## src/rtl/periph_pkg.sv

```systemverilog
// Shared constants and address decode for the timer/LED/switch peripheral.
// PERIPH_SYSTICK_EN (see periph_timer) maps the free-running counter at 0x14.
package periph_pkg;

    localparam logic [31:0] DEFAULT_BASE = 32'h4000_0000;
    localparam logic [31:0] TL_MAX       = 32'hFFFF_FFFF;

    localparam logic [4:0] OFF_TH      = 5'h00;
    localparam logic [4:0] OFF_TL      = 5'h04;
    localparam logic [4:0] OFF_TCON    = 5'h08;
    localparam logic [4:0] OFF_LED     = 5'h0C;
    localparam logic [4:0] OFF_SW      = 5'h10;
    localparam logic [4:0] OFF_SYSTICK = 5'h14;

    localparam int TCON_EN = 0;
    localparam int TCON_IE = 1;
    localparam int TCON_IS = 2;

    typedef enum logic [2:0] {
        SEL_NONE,
        SEL_TH,
        SEL_TL,
        SEL_TCON,
        SEL_LED,
        SEL_SW,
        SEL_SYSTICK
    } sel_e;

    // Only exact word offsets hit; anything else inside the window is dead space.
    function automatic sel_e decode(input logic [31:0] addr,
                                    input logic [31:0] base);
        sel_e s;
        s = SEL_NONE;
        if (addr[31:5] == base[31:5]) begin
            case (addr[4:0])
                OFF_TH:      s = SEL_TH;
                OFF_TL:      s = SEL_TL;
                OFF_TCON:    s = SEL_TCON;
                OFF_LED:     s = SEL_LED;
                OFF_SW:      s = SEL_SW;
                OFF_SYSTICK: s = SEL_SYSTICK;
                default:     s = SEL_NONE;
            endcase
        end
        return s;
    endfunction

endpackage

```

## src/rtl/periph_timer_sync_2ff.sv

```systemverilog
// Two-flop synchroniser for asynchronous board inputs.
// Parameterised width, asynchronous active-low reset.
module sync_2ff #(
    parameter int W = 8
) (
    input  logic         clk,
    input  logic         rst_n,
    input  logic [W-1:0] d_i,
    output logic [W-1:0] q_o
);

    logic [W-1:0] s1_q;
    logic [W-1:0] s2_q;

    always_ff @(posedge clk or negedge rst_n) begin
        if (!rst_n) begin
            s1_q <= '0;
            s2_q <= '0;
        end else begin
            s1_q <= d_i;
            s2_q <= s1_q;
        end
    end

    assign q_o = s2_q;

endmodule

```

## src/rtl/periph_timer.sv

```systemverilog
// Memory-mapped reload timer, LED register and synchronised switch input.
// Define PERIPH_SYSTICK_EN to add the free-running SYSTICK counter at 0x14.
module periph_timer
    import periph_pkg::*;
#(
    parameter logic [31:0] BASE_ADDR = DEFAULT_BASE
) (
    input  logic        clk,
    input  logic        reset,
    input  logic        rd,
    input  logic        wr,
    input  logic [31:0] addr,
    input  logic [31:0] wdata,
    output logic [31:0] rdata,
    output logic        irq,
    output logic [7:0]  led,
    input  logic [7:0]  switch
);

    sel_e sel;
    assign sel = decode(addr, BASE_ADDR);

    logic wr_th;
    logic wr_tl;
    logic wr_tcon;
    logic wr_led;
    assign wr_th   = wr && (sel == SEL_TH);
    assign wr_tl   = wr && (sel == SEL_TL);
    assign wr_tcon = wr && (sel == SEL_TCON);
    assign wr_led  = wr && (sel == SEL_LED);

    logic [31:0] th_q, th_d;
    logic [31:0] tl_q, tl_d;
    logic        en_q, en_d;
    logic        ie_q, ie_d;
    logic        is_q, is_d;
    logic [7:0]  led_q, led_d;
    logic [7:0]  sw;

    logic ovf;
    logic ovf_irq;
    assign ovf     = en_q && (tl_q == TL_MAX);
    assign ovf_irq = ovf && ie_q;

    always_comb begin
        th_d  = th_q;
        tl_d  = tl_q;
        en_d  = en_q;
        ie_d  = ie_q;
        is_d  = is_q | ovf_irq;
        led_d = led_q;
        if (ovf) begin
            tl_d = th_q;
        end else if (en_q) begin
            tl_d = tl_q + 32'd1;
        end
        if (wr_tl) begin
            tl_d = wdata;
        end
        if (wr_th) begin
            th_d = wdata;
        end
        // An overflow landing on an acknowledge must still leave IS set.
        if (wr_tcon) begin
            en_d = wdata[TCON_EN];
            ie_d = wdata[TCON_IE];
            is_d = wdata[TCON_IS] | ovf_irq;
        end
        if (wr_led) begin
            led_d = wdata[7:0];
        end
    end

    always_ff @(posedge clk or negedge reset) begin
        if (!reset) begin
            th_q  <= '0;
            tl_q  <= '0;
            en_q  <= 1'b0;
            ie_q  <= 1'b0;
            is_q  <= 1'b0;
            led_q <= '0;
        end else begin
            th_q  <= th_d;
            tl_q  <= tl_d;
            en_q  <= en_d;
            ie_q  <= ie_d;
            is_q  <= is_d;
            led_q <= led_d;
        end
    end

    sync_2ff #(
        .W(8)
    ) u_sw_sync (
        .clk  (clk),
        .rst_n(reset),
        .d_i  (switch),
        .q_o  (sw)
    );

`ifdef PERIPH_SYSTICK_EN
    logic [31:0] systick_q;

    always_ff @(posedge clk or negedge reset) begin
        if (!reset) begin
            systick_q <= '0;
        end else begin
            systick_q <= systick_q + 32'd1;
        end
    end
`endif

    always_comb begin
        rdata = '0;
        if (rd) begin
            unique case (sel)
                SEL_TH:   rdata = th_q;
                SEL_TL:   rdata = tl_q;
                SEL_TCON: rdata = {29'd0, is_q, ie_q, en_q};
                SEL_LED:  rdata = {24'd0, led_q};
                SEL_SW:   rdata = {24'd0, sw};
`ifdef PERIPH_SYSTICK_EN
                SEL_SYSTICK: rdata = systick_q;
`else
                SEL_SYSTICK: rdata = '0;
`endif
                default:  rdata = '0;
            endcase
        end
    end

    assign irq = is_q & ie_q;
    assign led = led_q;

endmodule

```

## config.mk

```make
export PLATFORM = sky130hd
export DESIGN_NAME = periph_timer
export DESIGN_NICKNAME = d
export VERILOG_FILES = /design/src/rtl/periph_pkg.sv /design/src/rtl/periph_timer_sync_2ff.sv /design/src/rtl/periph_timer.sv
export SDC_FILE = /design/constraint.sdc
export NUM_CORES = 1
export LEC_CHECK = 0
export BUFFER_PORTS_ARGS = -buffer_cell sky130_fd_sc_hd__buf_2
export CAP_MARGIN = 15
export CORE_MARGIN = 2
export CORE_UTILIZATION = 40
export CTS_CLUSTER_SIZE = 24
export DETAILED_ROUTE_END_ITERATION = 7
export PLACE_DENSITY = 0.66
export SLEW_MARGIN = 25
export SYNTH_ARGS = -nofsm -noshare
export SYNTH_HDL_FRONTEND = slang
export SYNTH_SLANG_ARGS = --single-unit
```

## constraint.sdc

```tcl
create_clock -name clk -period 3.3 [get_ports clk]
set_input_delay 0.165 -clock clk [delete_from_list [all_inputs] [get_ports clk]]
set_output_delay 0.165 -clock clk [all_outputs]
set_load 0.05 [all_outputs]
```

# Word level (Yosys, flattened, before mapping)
# Cells that the tools add are included.
totals:
  ff_bits: 91
  inputBits: 76
  output_inout_bits: 41
  word_cells: 40
classes:
  n_addsub: 1
  n_eq_ne: 12
  mux: 8
  n_bitwise: 3
  reduce_logical: 8
op_table:
  columns: ["op", "count"]
  rows:
  - ["$pmux W32 S5", 1]
  - ["$mux W32", 4]
  - ["$add A32 B1 Y32 const B", 1]
  - ["$eq A32 B32 Y1 const B", 1]
  - ["$eq A27 B26 Y1 const B", 1]
  - ["$pmux W3 S6", 1]
  - ["$eq A5 B4 Y1 const B", 2]
  - ["$eq A5 B5 Y1 const B", 2]
  - ["$eq A3 B2 Y1 const B", 2]
  - ["$eq A3 B3 Y1 const B", 2]
  - ["$logic_and A1 B1 Y1", 6]
  - ["$eq A5 B3 Y1 const B", 1]
  - ["$logic_not A5 Y1", 1]
  - ["$eq A3 B1 Y1 const B", 1]
  - ["$mux W3", 1]
  - ["$reduce_bool A3 Y1", 1]
  - ["$or A1 B1 Y1", 2]
  - ["$and A1 B1 Y1", 1]
  - ["$mux W1", 1]

# Longest topological paths before layout
# Gate-level depths: netlist (run 1).
logic_depth:
  word_depth: 6
  ltp_mapped: 8
  mapped_depth_nobuf: 6

# Hierarchy
# From an unflattened synthesis (run 1), not the netlist that was laid out.
unflattened:
  hier_cells: 568
  area_unflattened_um2: 5372.7
modules_own_cells:
  columns: ["mod", "instances", "cells_per_inst", "area_per_inst_um2", "seq_area_each_um2"]
  rows:
  - ["periph_timer", 1, 552, 4972.3, 1876.8]
  - ["sync_2ff", 1, 16, 400.4, 400.4]

# Worst setup path after synthesis (run 1)
# Ideal clock, no wire load.
synth_timing:
  path_kind: "in2out"
  startpoint: "in addr[4]"
  endpoint: "out rdata[2]"
  arrival_ps: 2276
  required_time_ps: 3135
  setup_slack_ps: 859
  cell_stages: 7
  n_path_buf: 2
  path_cell_list: "buf_2 a211oi_4 nand4_4 nor2_2 nand3_1 clkbuf_1 a21oi_1"
synth_between:
  elab_chain_cells: 6
  elab_cells_between_ends: 15
  cone_classes: "eq/ne (10); mux (4); reduce/logical (1)"
synth_rtl:
  columns: ["element", "line_no", "source"]
  rows:
  - ["start: declaration", "periph_timer.sv:12", "input logic [31:0] addr,"]
  - ["$eq A5 B5 Y1 (tied with other cells)", "periph_pkg.sv:35", "case (addr[4:0])"]
  - ["$pmux W3 S6 (*)", "periph_pkg.sv:35", null]
  - ["$mux W3 (*)", "periph_pkg.sv:34", "if (addr[31:5] == base[31:5]) begin"]
  - ["$eq A3 B3 Y1 (tied with other cells)", "periph_timer.sv:116", "unique case (sel)"]
  - ["$pmux W32 S5 (*)", "periph_timer.sv:116", null]
  - ["$mux W32 (*)", "periph_timer.sv:115", "if (rd) begin"]
  - ["end: declaration", "periph_timer.sv:14", "output logic [31:0] rdata,"]
# Mark *: on every way between the ends. The rest lies on a longest branch, timed or not.

# Worst setup path in the final report (run 1)
layout_timing:
  startpoint: "reg en_q"
  endpoint: "out rdata[0]"
layout_between:
  elab_chain_cells: 2
layout_rtl:
  columns: ["element", "line_no", "source"]
  rows:
  - ["start: declaration", "periph_timer.sv:34", "logic en_q, en_d;"]
  - ["start signal: assignment", "periph_timer.sv:85", "en_q <= en_d;"]
  - ["$pmux W32 S5", "periph_timer.sv:116", null]
  - ["$mux W32", "periph_timer.sv:115", null]
# Every way passes these cells.

==> metrics.yaml, run 1 <==
outcome: "finished clean"
critical_path_arrival_ns: 2.43
max_freq_mhz: 385.6
yosysMostFrequentCell: "dfrtp_1"
ys_async_sr_fraction: 1.000
post_drt_wl_per_cell_um: 18.47
h-tree-depth: 3
nets: 749
setup_violations: 0
min_period_ns: 2.593
num_rows: 42
cp-startpoint: "en_q$_DFFE_PN0N_"
hp-class: "primary input to flop"
rrSetupSlack_ns: 0.94
grt.total_usage: 0.2245
finalCritPeriodShare: 0.7859
n_fill_cell: 1273
ant_nets: 0
crit_type: "flop to output port"
cts_setup_buffers: 0
r2r_cells: 5
die_area_um2: 14670
required_ns: 3.13
core_um2: 13300
ys_seq_area_frac: 0.4150
viasPerCell: 5.840
rsz0062_at_grt: "false"
place.port_buffers: 116
synth_seq_cells: 91
hold_viol: 0
cp_top_family: "flip-flops"
synth_area_leader_cell: "dfrtp_1"
regArea_um2: 2277
yosys.area.top_type_share: 0.4150
cts.path.max_buffers: 2
slowest_delay_ns: 0.72
ir_worst_vdd_mv: 0.2865
ioPinCount: 117
setup-tns-final_ns: 0
crit_end: "rdata[0]"
grt_pass1_wl_um: 25850
multi_input_area_um2: 2919
worst_setup_path_end_kind: "output port"
synth.avg_cell_area_um2: 9.696
dominantRegCellSynth: "dfrtp_1"
synth_area_leaders: "dfrtp_1 (41%), mux2_1 (5.5%), a22oi_1 (4.2%)"
maxCapViolations: 0
synth_cells: 566
die_y_um: 121.1
yosysWarnings: 0
gp_congestion: 0.8804
grt_max_degree: 66
powerDensity_nw_per_um2: 359.9
critPathLaunchType: "flop"
cp.depth: 6
syn_nets: 643
synth_cell_types: 77
cts_root_buffer: "clkbuf_16"
clk_latency_ns: 0.35
area_growth_pct: 19.93
antenna_found_initial: 0
cts_buffers: 9
drt_iter0_drc: 409
cts_tree: "done"
path_buf_inv: 3
drc: 0
maxSlewViolCount: 0
relSlewSlack: 0.4381
start_util: 0.4128
power.total_mw: 2.369
synthTopCellsByCount: "dfrtp_1 (91), nor2_1 (59), nand2_1 (40), a22oi_1 (31), a21oi_1 (28)"
hpwl_um: 11090
tightestPinTransition_ns: 0.8429
chipWidth_um: 121.1
skew_ns: 0.005978
ctsHoldBuffers: 9
worstPathMaxFanout: 17
cts.sink_count: 91
grt.overflow.total: 0
layout-drive-gt1-share: 0.2855
path_cells: "clkinv_1 -> buf_4 -> o311ai_0 -> o211ai_1 -> a21oi_1 -> buf_2"
dr_total_vias: 4976
p_leak_nw: 2.890
netlist_area_um2: 5488
worst_path_max_delay_cell: "dfrtp_1"
cts_resized: 0
clkTransAtPathRegs_ns: 0.06
grt_pass1_vias: 4920
rr_startpoint: "tl_q[6]$_DFFE_PN0P_"
drt_pass1_iterations: 5
n_antenna_cell: 0
r2r_end: "tl_q[29]$_DFFE_PN0P_"
finalWirelength_um: 15730
synth_edf_count: 0
## state kept, by name (all words and copies together) (netlist names)
signal	flops
en_q	1
ie_q	1
is_q	1
led	8
th_q	32
tl_q	32
u_sw_sync.q_o	8
u_sw_sync.s1_q	8
## worst min-delay path: cells and delay by family
family,cells,cell delay (ns)
buffers and inverters,1,0.08
AO/OA/AOI/OAI,1,0.06
AND/OR/NAND/NOR,1,0.04
## stage by stage
step | setup slack, ns | hold slack, ns | std cells | utilization | area, µm²
global placement | 0.8729 | 0.2736 | 828 | 0.4637 | 6165
floorplan | 0.8589 | -0.1306 | 566 | - | 5488
finish | 0.7065 | 0.04278 | 852 | 0.4950 | 6581
CTS | 0.7094 | 0.03409 | 852 | 0.4950 | 6581
detailed placement | 0.8989 | 0.2747 | 828 | 0.4637 | 6165
global route | 0.5297 | 0.04434 | 852 | 0.4950 | 6581
## power by group
part           switching (mW)  internal [mW]  total [mW]  leakage (nW)
registers             0.00235           1.13        1.13          1.16
logic                  0.0673         0.0511       0.118          1.57
clock network           0.422          0.700        1.12         0.162
## metal layers
metal  share of wire  track usage
met1            0.45       0.3035
met4           0.017      0.06897
met3           0.053      0.04323
met2            0.48       0.3652
met5               0            0
## logic make-up after synthesis
| kind of cell | count (synthesis) | share of synthesized area |
|---|---|---|
| fa+ha+maj | 1 | 0.002280 |
| compound gates | 135 | 0.1728 |
| simple gates | 217 | 0.2278 |
| mux | 56 | 0.1115 |
| flops | 91 | 0.4150 |
| buf+inv | 57 | 0.05631 |
| xor+xnor | 9 | 0.01436 |
## worst min path at each step
stage          cells past startpoint                           to  slack [ns]       from
3_3_place_gp                       1  u_sw_sync.s1_q[2]$_DFF_PN0_        0.27  switch[2]
2_1_floorplan                      0             en_q$_DFFE_PN0N_       -0.13      reset
3_5_place_dp                       1  u_sw_sync.s1_q[4]$_DFF_PN0_        0.27  switch[4]
6_report                           3         tl_q[20]$_DFFE_PN0P_        0.04  wdata[20]
4_1_cts                            3         tl_q[20]$_DFFE_PN0P_        0.03  wdata[20]
5_1_grt                            2         th_q[10]$_DFFE_PN0P_        0.04  wdata[10]
## cell usage in the layout (no fill, tap or decap), types with 15 or more instances in the layout
| cell type | netlist | layout |
|---|---|---|
| mux2i_1 | 15 | 15 |
| mux2_1 | 27 | 27 |
| nor2_1 | 59 | 59 |
| a21oi_1 | 28 | 28 |
| a22oi_1 | 31 | 31 |
| buf_2 | 14 | 115 |
| buf_4 | 5 | 18 |
| dfrtp_1 | 91 | 91 |
| nand3_1 | 26 | 26 |
| nand2_1 | 40 | 40 |
## layout make-up
| cell class | instances | area share |
|---|---|---|
| Clock buffer | 11 | 0.03840 |
| Clock inverter | 4 | 0.01122 |
| Inverter | 10 | 0.005703 |
| Multi-Input combinational cell | 418 | 0.4435 |
| Sequential cell | 91 | 0.3460 |
| Tap cell | 176 | 0.03346 |
| Timing Repair Buffer | 142 | 0.1217 |
Note: power is estimated with default switching activity, not from simulation.
==> run 2: changes to the inputs <==
--- a/config.mk
+++ b/config.mk
@@ -5,13 +5,14 @@
 export SDC_FILE = /design/constraint.sdc
 export NUM_CORES = 1
 export LEC_CHECK = 0
+export ABC_AREA = 1
 export BUFFER_PORTS_ARGS = -buffer_cell sky130_fd_sc_hd__buf_2
 export CAP_MARGIN = 15
 export CORE_MARGIN = 2
 export CORE_UTILIZATION = 40
 export CTS_CLUSTER_SIZE = 24
 export DETAILED_ROUTE_END_ITERATION = 7
-export PLACE_DENSITY = 0.66
+export PLACE_DENSITY = 0.68
 export SLEW_MARGIN = 25
 export SYNTH_ARGS = -nofsm -noshare
 export SYNTH_HDL_FRONTEND = slang
==> constraint.sdc (replaced) <==
create_clock -name clk -period 2.15 [get_ports clk]
set_input_delay 0.1075 -clock clk [delete_from_list [all_inputs] [get_ports clk]]
set_output_delay 0.1075 -clock clk [all_outputs]
set_load 0.05 [all_outputs]
==> run 2 against run 1 <==
Worst setup slack lost 0.54 ns; global-route usage is essentially flat; critical path type is now primary input to output port; critical endpoint is now rdata[16]; sequential share of layout area shrank 1.9 points; largest cell class unchanged; sequential power grew 53%; design area grew 5.9%.
==> metrics.yaml, run 2 <==
cts.sink_count: 91  # unchanged
final_common_cell: "nand2_1"
path_buf_inv: 3  # unchanged
chipWidth_um: 123.5  # +2.0%
grt_pass1_wl_um: 27160  # +5.1%
grt_max_degree: 50  # -24%
cts_root_buffer: "clkbuf_16"
start_util: 0.4102  # -0.002597
ys_async_sr_fraction: 1.000  # unchanged
drt_pass1_iterations: 5  # unchanged
cp_top_family: "simple AND/OR/NAND/NOR gates"
cp-startpoint: "addr[1]"
place.port_buffers: 116  # unchanged
area_growth_pct: 21.89
dominantRegCellSynth: "dfrtp_1"
synth_seq_cells: 91  # unchanged
most-common-layout-cells: "nand2_1 (329), nand3_1 (144), buf_2 (114), dfrtp_1 (90), nor2_1 (81)"
cts_tree: "done"
gp_congestion: 0.9009  # +2.3%
rr_startpoint: "tl_q[1]$_DFFE_PN0P_"
slowest_delay_ns: 0.29  # -0.43 ns
ioPinCount: 117  # unchanged
powerDensity_nw_per_um2: 504.6  # +40%
synth_area_leader_cell: "dfrtp_1"
ys_seq_area_frac: 0.3984  # -0.01653
drt_iter0_drc: 471  # +15%
hpwl_um: 11950  # +7.8%
synthTopCellsByCount: "nand2_1 (329), nand3_1 (144), dfrtp_1 (91), nor2_1 (81), inv_1 (36)"
drc: 0  # unchanged
synth_compound_area_frac: 0.05210  # -0.1207
ir_worst_vdd_mv: 0.3010  # +5.0%
finalWirelength_um: 16430  # +4.4%
seqPwrFrac: 0.492  # +0.016
max_freq_mhz: 503.4
skew_ns: 0.009665  # +0.003687 ns
p_sw_frac: 0.2282  # +0.02052
cts.path.max_buffers: 2  # unchanged
setup-tns-final_ns: 0  # unchanged
antenna_found_initial: 0  # unchanged
core_um2: 13930  # +4.8%
reg.largest.list: "th_q (32), tl_q (32)"
worstHoldStart: "wdata[9]"
ant_nets: 0  # unchanged
rsz0062_at_grt: "false"
critPathLaunchType: "primary input"
worstPathMaxFanout: 30  # +13
die_y_um: 123.5  # +2.0%
rrSetupSlack_ns: 0.17  # -0.77 ns
yosys.area.top_type_share: 0.3984  # -0.01653
power.total_mw: 3.515  # +48%
cts_setup_buffers: 0  # unchanged
layout-drive-gt1-share: 0.1808  # -0.1047
num_rows: 43  # +2.4%
grt.overflow.total: 0  # unchanged
n_antenna_cell: 0  # unchanged
synthAdderAreaFrac: 0.002189  # -0.00009084
yosysWarnings: 0  # unchanged
relSlewSlack: 0.6232  # +0.1851
finalCritPeriodShare: 0.9240
p_sw_uw: 802.3  # +63%
outcome: "finished clean"
viasPerCell: 5.164  # -12%
dr_total_vias: 5985  # +20%
synth_cells: 850  # +50%
crit_top_cell: "nand2_1"
n_fill_cell: 1433  # +13%
tightestPinTransition_ns: 0.5644  # -0.2785 ns
maxCapViolations: 0  # unchanged
grt_pass1_vias: 5576  # +13%
synth.avg_cell_area_um2: 6.724  # -31%
synth_area_leaders: "dfrtp_1 (40%), nand2_1 (22%), nand3_1 (13%)"
synth_top_family_by_area: "simple AND/OR/NAND/NOR gates"
required_ns: 2.04  # -1.09 ns
synth_mux_area_frac: 0  # -0.1115
hold_viol: 0  # unchanged
syn_nets: 927  # +44%
internal_power_mw: 2.713  # +45%
clkTransAtPathRegs_ns: 0.07  # about the same
p_leak_nw: 3.437  # +19%
min_period_ns: 1.987
nets: 1051  # +40%
synthSimpleGateAreaFrac: 0.4536  # +0.2258
cts_buffers: 9  # unchanged
multi_input_area_um2: 3057  # +4.7%
synth_cell_types: 30  # -61%
path_cells: "buf_2 -> nor2_2 -> nand2_1 -> nor2_1 -> nand2_2 -> nor2_4 -> nand2_1 -> nor2_4 -> buf_12 -> nand2_1 -> a21oi_1 -> buf_2"
hp-class: "primary input to flop"
combPwrFrac: 0.060  # +0.010
yosysMostFrequentCell: "nand2_1"
crit_type: "primary input to output port"
netlist_area_um2: 5715  # +4.1%
post_drt_wl_per_cell_um: 14.17  # -23%
grt.total_usage: 0.2244  # about the same
synth_xor_xnor_area_share: 0.02605  # +0.01169
h-tree-depth: 3  # unchanged
die_area_um2: 15260  # +4.0%
worst_path_max_delay_cell: "buf_2"
synth_edf_count: 0  # unchanged
critical_path_arrival_ns: 1.88  # -0.55 ns
clk_latency_ns: 0.34  # about the same
maxSlewViolCount: 0  # unchanged
regArea_um2: 2278  # about the same
worst_setup_path_end_kind: "output port"
power_frac_clock: 0.447  # -0.027
setup_violations: 0  # unchanged
run 2: cell count changes after synthesis, moves of 14 or more:
cell,delta
nand2_1,+289
mux2i_1,-15
a22oi_1,-31
o21ai_1,+19
mux2_1,-27
inv_1,+27
nor2_1,+22
nand3_1,+118
mux2_2,-14
run 2: path summary, 6_finish.rpt:
check / depth (start not counted) / endpoint
setup reg to reg: 12 / tl_q[2]$_DFFE_PN0P_
min in group asynchronous: 2 / u_sw_sync.s1_q[7]$_DFF_PN0_
max in group asynchronous: 3 / tl_q[26]$_DFFE_PN0P_
hold reg to reg: 0 / u_sw_sync.q_o[1]$_DFF_PN0_
hold / removal: 3 / th_q[9]$_DFFE_PN0P_
setup / recovery: 12 / rdata[16]
run 2: area by class of cell:
type | instances | share of cell area
clock buffers | 12 | 0.03394
clock inverters | 4 | 0.007364
inverters | 40 | 0.02191
multi-input cells | 675 | 0.4388
flip-flops and latches | 91 | 0.3270
well taps | 180 | 0.03233
repair buffers | 157 | 0.1386
run 2: through the flow:
stage          utilization  instances  hold slack (ns)  worst slack, ns  area [µm²]
2_1_floorplan            -        850          -0.1881          0.07781        5715
3_3_place_gp        0.4724       1134          0.03571           0.1883        6583
3_5_place_dp        0.4724       1134          0.04047           0.1329        6583
4_1_cts             0.4995       1159         0.008519           0.1637        6960
5_1_grt             0.5000       1159          0.01840         0.003507        6967
6_report            0.5000       1159          0.01394           0.1633        6967
run 2: repair_timing:
action / 4_1_cts / 5_1_grt
hold buffers: 9 / 0
setup endpoints to repair: 0 / 7
hold endpoints to repair: 32 / 0
resized for setup: 0 / 3
run 2: routing by layer:
metal	part of all wire	vias up	track usage	wire (µm)
met2	0.46	177	0.3602	7478
met1	0.48	2790	0.3194	7865
met5	0	-	0	0
met3	0.056	14	0.03413	916
met4	0.010	0	0.05185	165
li1	-	3004	-	-
run 2: cell families after synthesis:
| group | after synthesis |
|---|---|
| and+or+nand+nor | 600 |
| DFF | 91 |
| buffers and inverters | 84 |
| AOI/OAI and AO/OA | 57 |
| xor gates and xnor gates | 17 |
| adders and majority gates | 1 |
run 2: tightest hold or removal path: stages:
cell and delay (ns):
buf_2 0.09, nand3_1 0.07, nand2_1 0.06
run 2: power groups by stage:
stage / sequential, mW / combinational, mW / clock (mW)
final: 1.73 / 0.212 / 1.57
after global routing: 1.73 / 0.237 / 1.66
after CTS: 1.73 / 0.214 / 1.59
after detailed placement: 1.76 / 0.201 / 0
after global placement: 1.76 / 0.199 / 0
after floorplan: 1.76 / 0.0542 / 0
